--- config.mk ---
export PLATFORM = sky130hd
export DESIGN_NAME = ultrasonic_ranger
export DESIGN_NICKNAME = d
export VERILOG_FILES = /design/src/rtl/ranger_pkg.sv /design/src/rtl/echo_sync.sv /design/src/rtl/ultrasonic_ranger.sv
export SDC_FILE = /design/constraint.sdc
export NUM_CORES = 1
export LEC_CHECK = 0
export ABC_AREA = 1
export CAP_MARGIN = 15
export CORE_MARGIN = 4
export CORE_UTILIZATION = 48
export CTS_CLUSTER_DIAMETER = 80
export DETAILED_ROUTE_END_ITERATION = 16
export PLACE_DENSITY = 0.66
export SYNTH_ARGS = -nofsm -noshare
export SYNTH_HDL_FRONTEND = slang
export SYNTH_SLANG_ARGS = --single-unit
export TNS_END_PERCENT = 5
--- constraint.sdc ---
create_clock -name clk -period 3.5 [get_ports clk]
set_input_delay 0.35 -clock clk [delete_from_list [all_inputs] [get_ports clk]]
set_output_delay 0.35 -clock clk [all_outputs]
set_load 0.1 [all_outputs]
--- src/rtl/ranger_pkg.sv ---
// rtl/ranger_pkg.sv - shared types and default timing for the ranging, conversion and display stages
package ranger_pkg;

    localparam int DATA_W = 19;
    localparam int CNT_W  = 23;

    localparam int DEF_TRIG_CYCLES     = 1000;
    localparam int DEF_CYCLES_PER_UNIT = 583;
    localparam int DEF_ECHO_WAIT_MAX   = 3000000;
    localparam int DEF_MAX_UNITS       = 4000;
    localparam int DEF_PERIOD_CYCLES   = 6000000;

    typedef enum logic [2:0] {
        IDLE,
        TRIG,
        WAIT_ECHO,
        MEASURE,
        HOLDOFF
    } state_t;

endpackage

--- src/rtl/echo_sync.sv ---
// rtl/echo_sync.sv - two-flop echo synchronizer with rise/fall pulses
module echo_sync (
    input  logic clk,
    input  logic rst,
    input  logic echo,
    output logic level,
    output logic rise,
    output logic fall
);

    logic s1, s2, s3;

    always_ff @(posedge clk) begin
        if (rst) begin
            s1 <= 1'b0;
            s2 <= 1'b0;
            s3 <= 1'b0;
        end else begin
            s1 <= echo;
            s2 <= s1;
            s3 <= s2;
        end
    end

    // level lags the edge pulses by one cycle so a counter started on rise sees every high cycle
    assign level = s3;
    assign rise  = s2 & ~s3;
    assign fall  = ~s2 & s3;

endmodule

--- src/rtl/ultrasonic_ranger.sv ---
// rtl/ultrasonic_ranger.sv - HC-SR04 trigger generation and echo pulse-width ranging in mm
module ultrasonic_ranger
    import ranger_pkg::*;
#(
    parameter int TRIG_CYCLES     = DEF_TRIG_CYCLES,
    parameter int CYCLES_PER_UNIT = DEF_CYCLES_PER_UNIT,
    parameter int ECHO_WAIT_MAX   = DEF_ECHO_WAIT_MAX,
    parameter int MAX_UNITS       = DEF_MAX_UNITS,
    parameter int PERIOD_CYCLES   = DEF_PERIOD_CYCLES
) (
    input  logic              clk,
    input  logic              rst,
    input  logic              en,
    input  logic              echo,
    output logic              trig,
    output logic [DATA_W-1:0] data_out,
    output logic              valid,
    output logic              timeout
);

    localparam int TICK_W = (CYCLES_PER_UNIT > 1) ? $clog2(CYCLES_PER_UNIT) : 1;

    localparam logic [CNT_W-1:0]  TRIG_LAST   = CNT_W'(TRIG_CYCLES - 1);
    localparam logic [CNT_W-1:0]  WAIT_LAST   = CNT_W'(ECHO_WAIT_MAX - 1);
    localparam logic [CNT_W-1:0]  PERIOD_LAST = CNT_W'(PERIOD_CYCLES - 1);
    localparam logic [TICK_W-1:0] TICK_LAST   = TICK_W'(CYCLES_PER_UNIT - 1);
    localparam logic [DATA_W-1:0] MAX_U       = DATA_W'(MAX_UNITS);

    state_t            state, state_next;
    logic [CNT_W-1:0]  cnt, period;
    logic [TICK_W-1:0] tick;
    logic [DATA_W-1:0] units, units_inc, report_val;
    logic              echo_level, echo_rise, echo_fall;
    logic              tick_wrap, sat_hit, report, report_sat;

    echo_sync u_echo_sync (
        .clk   (clk),
        .rst   (rst),
        .echo  (echo),
        .level (echo_level),
        .rise  (echo_rise),
        .fall  (echo_fall)
    );

    always_comb begin
        tick_wrap  = echo_level && (tick == TICK_LAST);
        units_inc  = units + DATA_W'(tick_wrap);
        sat_hit    = (units_inc >= MAX_U);
        state_next = state;
        report     = 1'b0;
        report_sat = 1'b0;
        report_val = units_inc;
        case (state)
            IDLE: begin
                if (en) state_next = TRIG;
            end
            TRIG: begin
                if (cnt == TRIG_LAST) state_next = WAIT_ECHO;
            end
            WAIT_ECHO: begin
                if (echo_rise) begin
                    state_next = MEASURE;
                end else if (cnt == WAIT_LAST) begin
                    report     = 1'b1;
                    report_sat = 1'b1;
                    report_val = MAX_U;
                    state_next = HOLDOFF;
                end
            end
            MEASURE: begin
                // saturation wins over a fall landing on the same cycle
                if (sat_hit) begin
                    report     = 1'b1;
                    report_sat = 1'b1;
                    report_val = MAX_U;
                    state_next = HOLDOFF;
                end else if (echo_fall) begin
                    report     = 1'b1;
                    state_next = HOLDOFF;
                end
            end
            HOLDOFF: begin
                if (period >= PERIOD_LAST) state_next = en ? TRIG : IDLE;
            end
            default: state_next = IDLE;
        endcase
    end

    always_ff @(posedge clk) begin
        if (rst) begin
            state    <= IDLE;
            cnt      <= '0;
            period   <= '0;
            tick     <= '0;
            units    <= '0;
            trig     <= 1'b0;
            data_out <= '0;
            valid    <= 1'b0;
            timeout  <= 1'b0;
        end else begin
            state   <= state_next;
            trig    <= (state_next == TRIG);
            valid   <= report;
            timeout <= report_sat;
            if (report) data_out <= report_val;

            if ((state_next != state) || !((state == TRIG) || (state == WAIT_ECHO)))
                cnt <= '0;
            else
                cnt <= cnt + CNT_W'(1);

            if ((state_next == TRIG) && (state != TRIG))
                period <= '0;
            else if (period != '1)
                period <= period + CNT_W'(1);

            if (state != MEASURE) begin
                tick  <= '0;
                units <= '0;
            end else if (echo_level) begin
                tick  <= tick_wrap ? '0 : tick + TICK_W'(1);
                units <= sat_hit ? MAX_U : units_inc;
            end
        end
    end

endmodule

==> flow_metrics.env, run 1 <==
export IMPL_status="finished, final reports clean"
export IMPL_report_final_slew_viol_count=0
export IMPL_ys_types=35
export IMPL_seq_power_share=0.523
export IMPL_rrSetupSlack_ns=0.24
export IMPL_routed_wl_mm=12.7
export IMPL_synth_seq_cells=103
export IMPL_yosysSeqAreaShare=0.370
export IMPL_nets=827
export IMPL_timing_final_crit_share=0.931
export IMPL_crit_start="tick[0]"
export IMPL_clkSlewWorstSetupHoldPaths_ns=0.07
export IMPL_power_density_nw_per_um2=358
export IMPL_yosysTopAreaCell="dfxtp_1"
export IMPL_r2r_end="cnt[15]"
export IMPL_rr_worst_depth=22
export IMPL_place_gp_congestion=0.931
export IMPL_tightestPinTransition_ns=0.984
export IMPL_hold_depth=2
export IMPL_hold_viol=0
export IMPL_route_detailed_drc=0
export IMPL_relSlewSlack=0.342
export IMPL_numClockSinks=103
export IMPL_stdcell_count=965
export IMPL_critPathTopFamily="simple AND/OR/NAND/NOR gates"
export IMPL_grt_pass1_wl_mm=21.6
export IMPL_insertion_delay_ns=0.36
export IMPL_p_leak_nw=2.35
export IMPL_dpl_cell_area_um2=5960
export IMPL_synthesis_area_um2=5580
export IMPL_cpPeakStageDelay_ns=0.33
export IMPL_overflow=0
export IMPL_final_cell_area_um2=6320
export IMPL_dp_cells=944
export IMPL_grt_antenna_before_repair=0
export IMPL_cp_slowest_cell="dfxtp_1"
export IMPL_grt_max_degree=29
export IMPL_power_internal_w=0.00171
export IMPL_clockPowerShare=0.442
export IMPL_holdCritPathClass="flip-flop to flip-flop"
export IMPL_drtAntennaViolNets=0
export IMPL_cts_root_buf="clkbuf_16"
export IMPL_cap_violations=0
export IMPL_reg2reg_from="tick[0]"
export IMPL_async_flop_share=0
export IMPL_yosysTopAreaCellShare=0.370
export IMPL_syn_mean_instance_area_um2=7.12
export IMPL_synth_main_ff_cell="dfxtp_1"
export IMPL_cp_max_fo=9
export IMPL_core_area_um2=11400
export IMPL_worst_clock_skew_ns=0.00867
export IMPL_crit_path_start_kind="flip-flop"
export IMPL_drive_gt1_frac=0.109
export IMPL_avgViaCountPerCell=5.14
export IMPL_num_rows=39
export IMPL_grt_pass1_vias=4760
export IMPL_synthTopCellsByArea="dfxtp_1 37%, nand2_1 10%, nor2_1 8.5%"
export IMPL_clockBufferDepth=2
export IMPL_syn_inst=784
export IMPL_start_util=0.489
export IMPL_vias=4964
export IMPL_crit_buf_inv=3
export IMPL_cts_tree="yes"
export IMPL_holdPathEnd="u_echo_sync.s2"
export IMPL_drt_iter0_markers=253
export IMPL_worstPathArrival_ns=3.50
export IMPL_cts_inserted_buffers=9
export IMPL_synthTopCellsByCount="148 x nand2_1, 126 x nor2_1, 114 x inv_1"
export IMPL_setup_tns_ns=0
export IMPL_area_delta_synth_final_pct=13.3
export IMPL_netSwitchingPower_w=0.000553
export IMPL_end_kind="flip-flop"
export IMPL_cpMostUsedCell="nand2_1"
export IMPL_peakVddDrop_uv=326
export IMPL_die_w_um=116
export IMPL_max_freq_mhz=307
export IMPL_boundaryPins=26
export IMPL_synth_edff_count=0
export IMPL_worstPathRequired_ns=3.75
export IMPL_htree_levels=3
export IMPL_dieArea_um2=13400
export IMPL_dp_hpwl_mm=9.62
export IMPL_swShare=0.245
export IMPL_antenna_cells=0
export IMPL_fin_crit_ns=3.26
export IMPL_wl_per_cell_um=13.1
export IMPL_synth_most_common_cell="nand2_1"
export IMPL_first_pass_iters=5
export IMPL_syn_num_nets=794
export IMPL_setup_viol=0
export IMPL_hp_start="u_echo_sync.s1"
export IMPL_crit_path_cell_trace="inv_1, ha_1, nand4_1, nor3_2, ha_2, ha_1, nand2_1, nor2_4, nand3_2, nand2_1, nand2_1, nor2_1, nand2_1, nor2_2, nor2_4, nand3_4, nand3_2, nand2_1, clkinv_1, nand2_4, buf_12, nor2_4"
export IMPL_post_route_util=0.554
export IMPL_p_comb_frac=0.035
export IMPL_port_buffers=25
export IMPL_synth_warnings=0
export IMPL_critPathKind="flip-flop to flip-flop"
export IMPL_die_height_um=116
export IMPL_grt_use_total=0.199
[tightest hold or removal path, stage by stage (launching register included)]
cell     delay, ns
dfxtp_1       0.31
inv_1         0.04
nor2_1        0.03
[cell type report]
| type | instances | area [um2] |
|---|---|---|
| Clock buffer | 9 | 225 |
| Clock inverter | 7 | 70.1 |
| Fill cell | 1129 | 5090 |
| Inverter | 119 | 447 |
| Multi-Input combinational cell | 550 | 3000 |
| Sequential cell | 103 | 2060 |
| Tap cell | 143 | 179 |
| Timing Repair Buffer | 34 | 343 |
[power by group through the flow]
stage	logic [W]	registers (W)	clock network, W
final	0.0000795	0.00118	0.00100
after global routing	0.0000879	0.00118	0.00109
after CTS	0.0000775	0.00118	0.00103
after detailed placement	0.0000774	0.00121	0
after global placement	0.0000750	0.00121	0
after floorplan	0.0000523	0.00122	0
[flip-flops by register name (all words and copies together) (netlist names)]
register,cells
u_echo_sync.level,1
u_echo_sync.s2,1
trig,1
tick,10
timeout,1
u_echo_sync.s1,1
units,19
valid,1
data_out,19
state,3
period,23
cnt,23
[repair_timing]
action,CTS,global route
endpoints found under the setup margin,0,58
endpoints found under the hold margin,0,0
hold buffers,0,0
buffers inserted,0,5
resized for setup,0,8
[worst max path at each step]
stage | endpoint | cells after the start
detailed placement | data_out[6] | 20
finish | cnt[15] | 22
global placement | data_out[1] | 20
global route | cnt[15] | 22
floorplan | cnt[7] | 20
CTS | data_out[6] | 20
[routing by layer]
layer,wire [um],track usage,vias up
li1,-,-,2557
met1,5740,0.253,2290
met2,6170,0.334,100
met3,562,0.0491,17
met4,221,0.0634,0
met5,0,0,-
[cells in the final DEF (no fill, tap or decap), types with 7 or more instances in the layout]
cell | Yosys | layout
nand2_1 | 148 | 148
nor2_1 | 126 | 125
inv_1 | 114 | 113
dfxtp_1 | 103 | 103
nand3_1 | 56 | 56
xor2_1 | 33 | 33
nand4_1 | 31 | 31
nor2_4 | 24 | 26
clkdlybuf4s50_1 | 0 | 25
nor3_1 | 21 | 20
o21ai_0 | 18 | 18
nor4_1 | 15 | 15
a21oi_1 | 14 | 14
nor2_2 | 13 | 12
nand2_2 | 10 | 9
clkbuf_16 | 0 | 9
xnor2_1 | 7 | 7
buf_4 | 1 | 7
[through the flow]
stage / hold slack (ns) / total power, W / worst slack, ns
after floorplan: 0.388 / 0.00127 / 0.687
after global placement: 0.401 / 0.00128 / 0.289
after detailed placement: 0.405 / 0.00129 / 0.0816
after CTS: 0.418 / 0.00229 / 0.0641
after global routing: 0.430 / 0.00236 / -0.00850
final: 0.416 / 0.00226 / 0.243
[cells by family after synthesis]
logic type                 synth area share
buffers and inverters                0.0993
AOI/OAI and AO/OA                    0.0478
and+or+nand+nor                       0.407
adders and majority gates            0.0135
xor gates and xnor gates             0.0628
DFF                                   0.370
(Power assumes the default switching activity.)
==> run 2: changes to the inputs <==
CORE_UTILIZATION = 60   (was 48)
PLACE_DENSITY = 0.79   (was 0.66)
SKIP_LAST_GASP = 1   (was unset)
==> run 2 against run 1 <==
Register-to-register slack got worse by 0.04 ns. First-iteration DRC count grew 19%. Non-clock buffer count increased by 3. Sequential power is essentially flat. Power shrank 12%. Highest routed layer unchanged.
==> flow_metrics.env, run 2 (synthesis results as in run 1) <==
export IMPL_netSwitchingPower_w=0.000518
export IMPL_worstPathArrival_ns=3.56
export IMPL_cts_root_buf="clkbuf_8"
export IMPL_power_density_nw_per_um2=321
export IMPL_fin_crit_ns=3.30
export IMPL_report_final_slew_viol_count=0
export IMPL_cts_inserted_buffers=9
export IMPL_grt_busiest_layer="met2"
export IMPL_layout_common_cells="148 x nand2_1, 124 x nor2_1, 112 x inv_1"
export IMPL_cp_slowest_cell="dfxtp_1"
export IMPL_crit_path_cell_trace="inv_1, ha_1, nand4_1, nor3_4, ha_2, ha_1, nand2_1, nor2_4, nand3_2, nand2_1, nand2_1, nor2_1, nand2_1, nor2_2, nor2_4, nand3_4, nand3_2, nand2_1, clkinv_1, nand2_4, buf_12, nor2_4"
export IMPL_max_freq_mhz=303
export IMPL_dp_hpwl_mm=9.14
export IMPL_cap_violations=0
export IMPL_drtAntennaViolNets=0
export IMPL_nets=831
export IMPL_worst_clock_skew_ns=0.0217
export IMPL_crit_path_start_kind="flip-flop"
export IMPL_drt_iter0_markers=302
export IMPL_final_cell_area_um2=6210
export IMPL_end_kind="flip-flop"
export IMPL_grt_use_total=0.230
export IMPL_power_internal_w=0.00148
export IMPL_cp_max_fo=8
export IMPL_p_leak_nw=2.34
export IMPL_peakVddDrop_uv=283
export IMPL_hold_viol=0
export IMPL_status="finished, final reports clean"
export IMPL_cts_tree="yes"
export IMPL_grt_pass1_wl_mm=21.2
export IMPL_overflow=0
export IMPL_nFillCells=754
export IMPL_grt_pass1_vias=4594
export IMPL_multi_input_area_um2=3010
export IMPL_p_comb_frac=0.040
export IMPL_start_util=0.628
export IMPL_clockBufferDepth=2
export IMPL_core_area_um2=8890
export IMPL_holdWs_ns=0.422
export IMPL_route_detailed_drc=0
export IMPL_num_rows=34
export IMPL_numClockSinks=103
export IMPL_holdCritPathClass="flip-flop to flip-flop"
export IMPL_grt_max_degree=29
export IMPL_die_w_um=104
export IMPL_clkSlewWorstSetupHoldPaths_ns=0.10
export IMPL_htree_levels=3
export IMPL_critPathTopFamily="simple AND/OR/NAND/NOR gates"
export IMPL_drive_gt1_frac=0.117
export IMPL_dieArea_um2=10900
export IMPL_cpMostUsedCell="nand2_1"
export IMPL_avgViaCountPerCell=5.39
export IMPL_crit_buf_inv=3
export IMPL_timing_final_crit_share=0.943
export IMPL_setup_tns_ns=0
export IMPL_seq_power_share=0.592
export IMPL_insertion_delay_ns=0.38
export IMPL_first_pass_iters=7
export IMPL_cpPeakStageDelay_ns=0.34
export IMPL_antenna_cells=0
export IMPL_dpl_cell_area_um2=5910
export IMPL_clockPowerShare=0.367
export IMPL_worstPathRequired_ns=3.76
export IMPL_grtUsageMet2=0.360
export IMPL_boundaryPins=26
export IMPL_routed_wl_mm=12.3
export IMPL_top_regs="cnt (23), period (23)"
export IMPL_vias=5030
export IMPL_tightestPinTransition_ns=0.993
export IMPL_ff_latch_area_um2=2060
export IMPL_rsz0062_at_grt="yes"
export IMPL_port_buffers=25
export IMPL_gr_usage_met3=0.0416
export IMPL_met1_usage=0.327
export IMPL_die_height_um=104
export IMPL_critPathKind="flip-flop to flip-flop"
export IMPL_final_common_cell="nand2_1"
export IMPL_setup_viol=0
export IMPL_wl_per_cell_um=13.1
export IMPL_place_gp_congestion=0.887
export IMPL_swShare=0.259
export IMPL_area_delta_synth_final_pct=11.3
export IMPL_grt_antenna_before_repair=0
export IMPL_relSlewSlack=0.336
[run 2: cell count changes in the layout (fill, tap and decap cells not counted), sizes merged]
cell and delta:
buf +3, inv -2, clkinv +1, clkinvlp +1
nand3 +1
[run 2: final cells by class]
class / instances / share of cell area
clock inverters: 7 / 0.0105
flip-flops and latches: 103 / 0.332
repair buffers: 37 / 0.0588
inverters: 119 / 0.0723
clock buffers: 9 / 0.0199
well taps: 108 / 0.0218
multi-input cells: 551 / 0.485
[run 2: routing by layer]
metal	up-vias	share of wire
met5	-	0
met1	2285	0.48
met4	0	0.013
li1	2571	-
met3	17	0.059
met2	157	0.45
[run 2: final timing paths]
check	endpoint	slack [ns]	from	depth (start not counted)
worst max-delay path	cnt[16]	0.20	tick[0]	22
worst min register to register	u_echo_sync.s2	0.42	u_echo_sync.s1	2
worst min-delay path	u_echo_sync.s2	0.42	u_echo_sync.s1	2
worst max register to register	cnt[16]	0.20	tick[0]	22
[run 2: metrics by stage]
stage | cells | worst slack (ns) | power (W) | util
2_1_floorplan | 784 | 0.687 | 0.00127 | -
3_3_place_gp | 909 | 0.0573 | 0.00128 | 0.665
3_5_place_dp | 909 | -0.256 | 0.00129 | 0.665
4_1_cts | 925 | 0.0118 | 0.00201 | 0.688
5_1_grt | 934 | -0.101 | 0.00207 | 0.699
6_report | 934 | 0.200 | 0.00200 | 0.699
[run 2: power groups by stage]
stage                     clock network, W  registers [W]   logic, W
after CTS                         0.000753        0.00118  0.0000774
after floorplan                          0        0.00122  0.0000523
after global placement                   0        0.00121  0.0000742
after global routing              0.000794        0.00118  0.0000885
after detailed placement                 0        0.00121  0.0000772
final                             0.000734        0.00118  0.0000807
[run 2: worst reg2reg max path: stages (launching register included)]
cell	delay, ns
dfxtp_1	0.34
inv_1	0.10
ha_1	0.16
nand4_1	0.15
nor3_4	0.24
ha_2	0.26
ha_1	0.20
nand2_1	0.12
nor2_4	0.24
nand3_2	0.13
nand2_1	0.09
nand2_1	0.07
nor2_1	0.11
nand2_1	0.08
nor2_2	0.15
nor2_4	0.06
nand3_4	0.10
nand3_2	0.07
nand2_1	0.06
clkinv_1	0.09
nand2_4	0.15
buf_12	0.18
nor2_4	0.04
[run 2: what timing repair did]
action,4_1_cts,5_1_grt
resized for setup,3,8
pin swaps,0,4
cloned,0,1
hold buffers,0,0
setup buffers,0,8
hold endpoints to repair,0,0
endpoints found under the setup margin,58,73
==> run 3: changes to the inputs <==
CORE_MARGIN = 2   (was 4)
==> run 3 against run 2 <==
Clock-buffer cell count unchanged. Routed wire length down 0.99%. Clock power up 9.7%. Cell area about the same. Clock skew down 0.0062 ns. Core utilization down 2.1 points. First-iteration DRC count up 6.0%. Hold slack better by 0.0014 ns. Cell count down 0.32%. Flip-flop and latch count unchanged. Largest power group unchanged.
==> flow_metrics.env, run 3 (synthesis results as in run 1) <==
export IMPL_hold_viol=0
export IMPL_power_density_nw_per_um2=333
export IMPL_start_util=0.610
export IMPL_place_gp_congestion=0.914
export IMPL_drtAntennaViolNets=0
export IMPL_drive_gt1_frac=0.109
export IMPL_stdcell_count=931
export IMPL_first_pass_iters=5
export IMPL_m1WireLength_mm=5.50
export IMPL_rr_worst_depth=20
export IMPL_cap_violations=0
export IMPL_nets=825
export IMPL_holdCritPathClass="flip-flop to flip-flop"
export IMPL_fin_crit_ns=3.25
export IMPL_r2r_end="cnt[8]"
export IMPL_top_regs="cnt (23), period (23)"
export IMPL_setup_viol=0
export IMPL_dieArea_um2=10100
export IMPL_cts_inserted_buffers=9
export IMPL_max_freq_mhz=307
export IMPL_hp_start="u_echo_sync.s1"
export IMPL_rsz0062_at_grt="yes"
export IMPL_cts_tree="yes"
export IMPL_port_buffers=25
export IMPL_setup_tns_ns=0
export IMPL_final_common_cell="nand2_1"
export IMPL_tightestPinTransition_ns=0.999
export IMPL_layout_common_cells="147 x nand2_1, 125 x nor2_1, 113 x inv_1"
export IMPL_crit_path_start_kind="flip-flop"
export IMPL_die_height_um=100
export IMPL_numClockSinks=103
export IMPL_avgViaCountPerCell=5.38
export IMPL_timing_final_crit_share=0.930
export IMPL_report_final_slew_viol_count=0
export IMPL_dr_wl_met2_mm=5.71
export IMPL_grt_antenna_before_repair=0
export IMPL_drt_iter0_markers=320
export IMPL_p_leak_nw=2.32
export IMPL_clkSlewWorstSetupHoldPaths_ns=0.11
export IMPL_maxUsedRoutingLayer="met4"
export IMPL_route_detailed_drc=0
export IMPL_vias=5008
export IMPL_relSlewSlack=0.332
export IMPL_worst_clock_skew_ns=0.0156
export IMPL_status="finished, final reports clean"
export IMPL_critPathKind="flip-flop to flip-flop"
export IMPL_clockBufferDepth=2
export IMPL_hold_depth=2
export IMPL_worstPathArrival_ns=3.53
export IMPL_wl_met3_um=735
export IMPL_power_w=0.00207
export IMPL_worstPathRequired_ns=3.78
export IMPL_num_rows=35
export IMPL_overflow=0
export IMPL_final_cell_area_um2=6210
export IMPL_grt_use_total=0.242
export IMPL_grt_pass1_wl_mm=20.1
export IMPL_cp_max_fo=11
export IMPL_boundaryPins=26
export IMPL_dp_hpwl_mm=8.97
export IMPL_grt_max_degree=29
export IMPL_rrSetupSlack_ns=0.25
export IMPL_area_delta_synth_final_pct=11.2
export IMPL_routed_wl_mm=12.1
export IMPL_end_kind="flip-flop"
export IMPL_insertion_delay_ns=0.38
export IMPL_wl_per_cell_um=13.0
export IMPL_grt_pass1_vias=4600
export IMPL_dpl_cell_area_um2=5890
export IMPL_die_w_um=100
export IMPL_reg2reg_from="tick[0]"
export IMPL_dp_cells=910
export IMPL_peakVddDrop_uv=319
export IMPL_htree_levels=3
export IMPL_cts_root_buf="clkbuf_8"
export IMPL_antenna_cells=0
export IMPL_core_area_um2=9150
export IMPL_holdPathEnd="u_echo_sync.s2"
run 3: per-layer routing:
metal  GRT usage  up-vias
met5           0        -
met4      0.0780        0
met3      0.0487       22
met2       0.399      154
met1       0.320     2277
li1            -     2555
run 3: worst max-delay path by stage:
stage | startpoint | to | slack (ns)
global route | tick[0] | data_out[3] | -0.02
finish | tick[0] | cnt[8] | 0.25
detailed placement | tick[0] | data_out[0] | 0.09
global placement | tick[0] | data_out[1] | 0.30
floorplan | tick[0] | cnt[7] | 0.69
CTS | tick[0] | data_out[0] | 0.08
run 3: worst max-delay path, cell delays in order, from the launching register on:
cell	delay, ns
dfxtp_1	0.34
inv_1	0.09
ha_1	0.14
nand4_1	0.14
nor3_4	0.26
ha_2	0.24
ha_1	0.20
nand2_1	0.11
nor2_4	0.22
nand2_4	0.08
nor2_2	0.10
nor2_1	0.04
nor2_1	0.10
nand3_1	0.11
nor2_2	0.26
nand3_4	0.16
nand3_1	0.12
nand2_2	0.07
nand2_4	0.11
clkbuf_16	0.22
nor2_4	0.04
run 3: power breakdown:
part,internal (W),leakage (nW),switching [W]
clock network,0.000353,0.111,0.000451
registers,0.00118,0.831,0.00000547
logic,0.0000240,1.38,0.0000535
run 3: through the flow:
stage,util,hold slack [ns],setup slack (ns)
2_1_floorplan,-,0.388,0.687
3_3_place_gp,0.643,0.397,0.297
3_5_place_dp,0.643,0.409,0.0904
4_1_cts,0.667,0.425,0.0763
5_1_grt,0.678,0.450,-0.0204
6_report,0.678,0.423,0.245
run 3: timing repair:
action,CTS,global route
endpoints found under the setup margin,0,74
hold buffers,0,0
resized for setup,0,10
buffers inserted,0,4
run 3: final cells by class:
class,instances,area (um2)
Clock inverter,7,95.1
Clock buffer,9,124
Sequential cell,103,2060
Tap cell,111,139
Timing Repair Buffer,32,340
Fill cell,753,2950
Multi-Input combinational cell,550,3000
Inverter,119,450
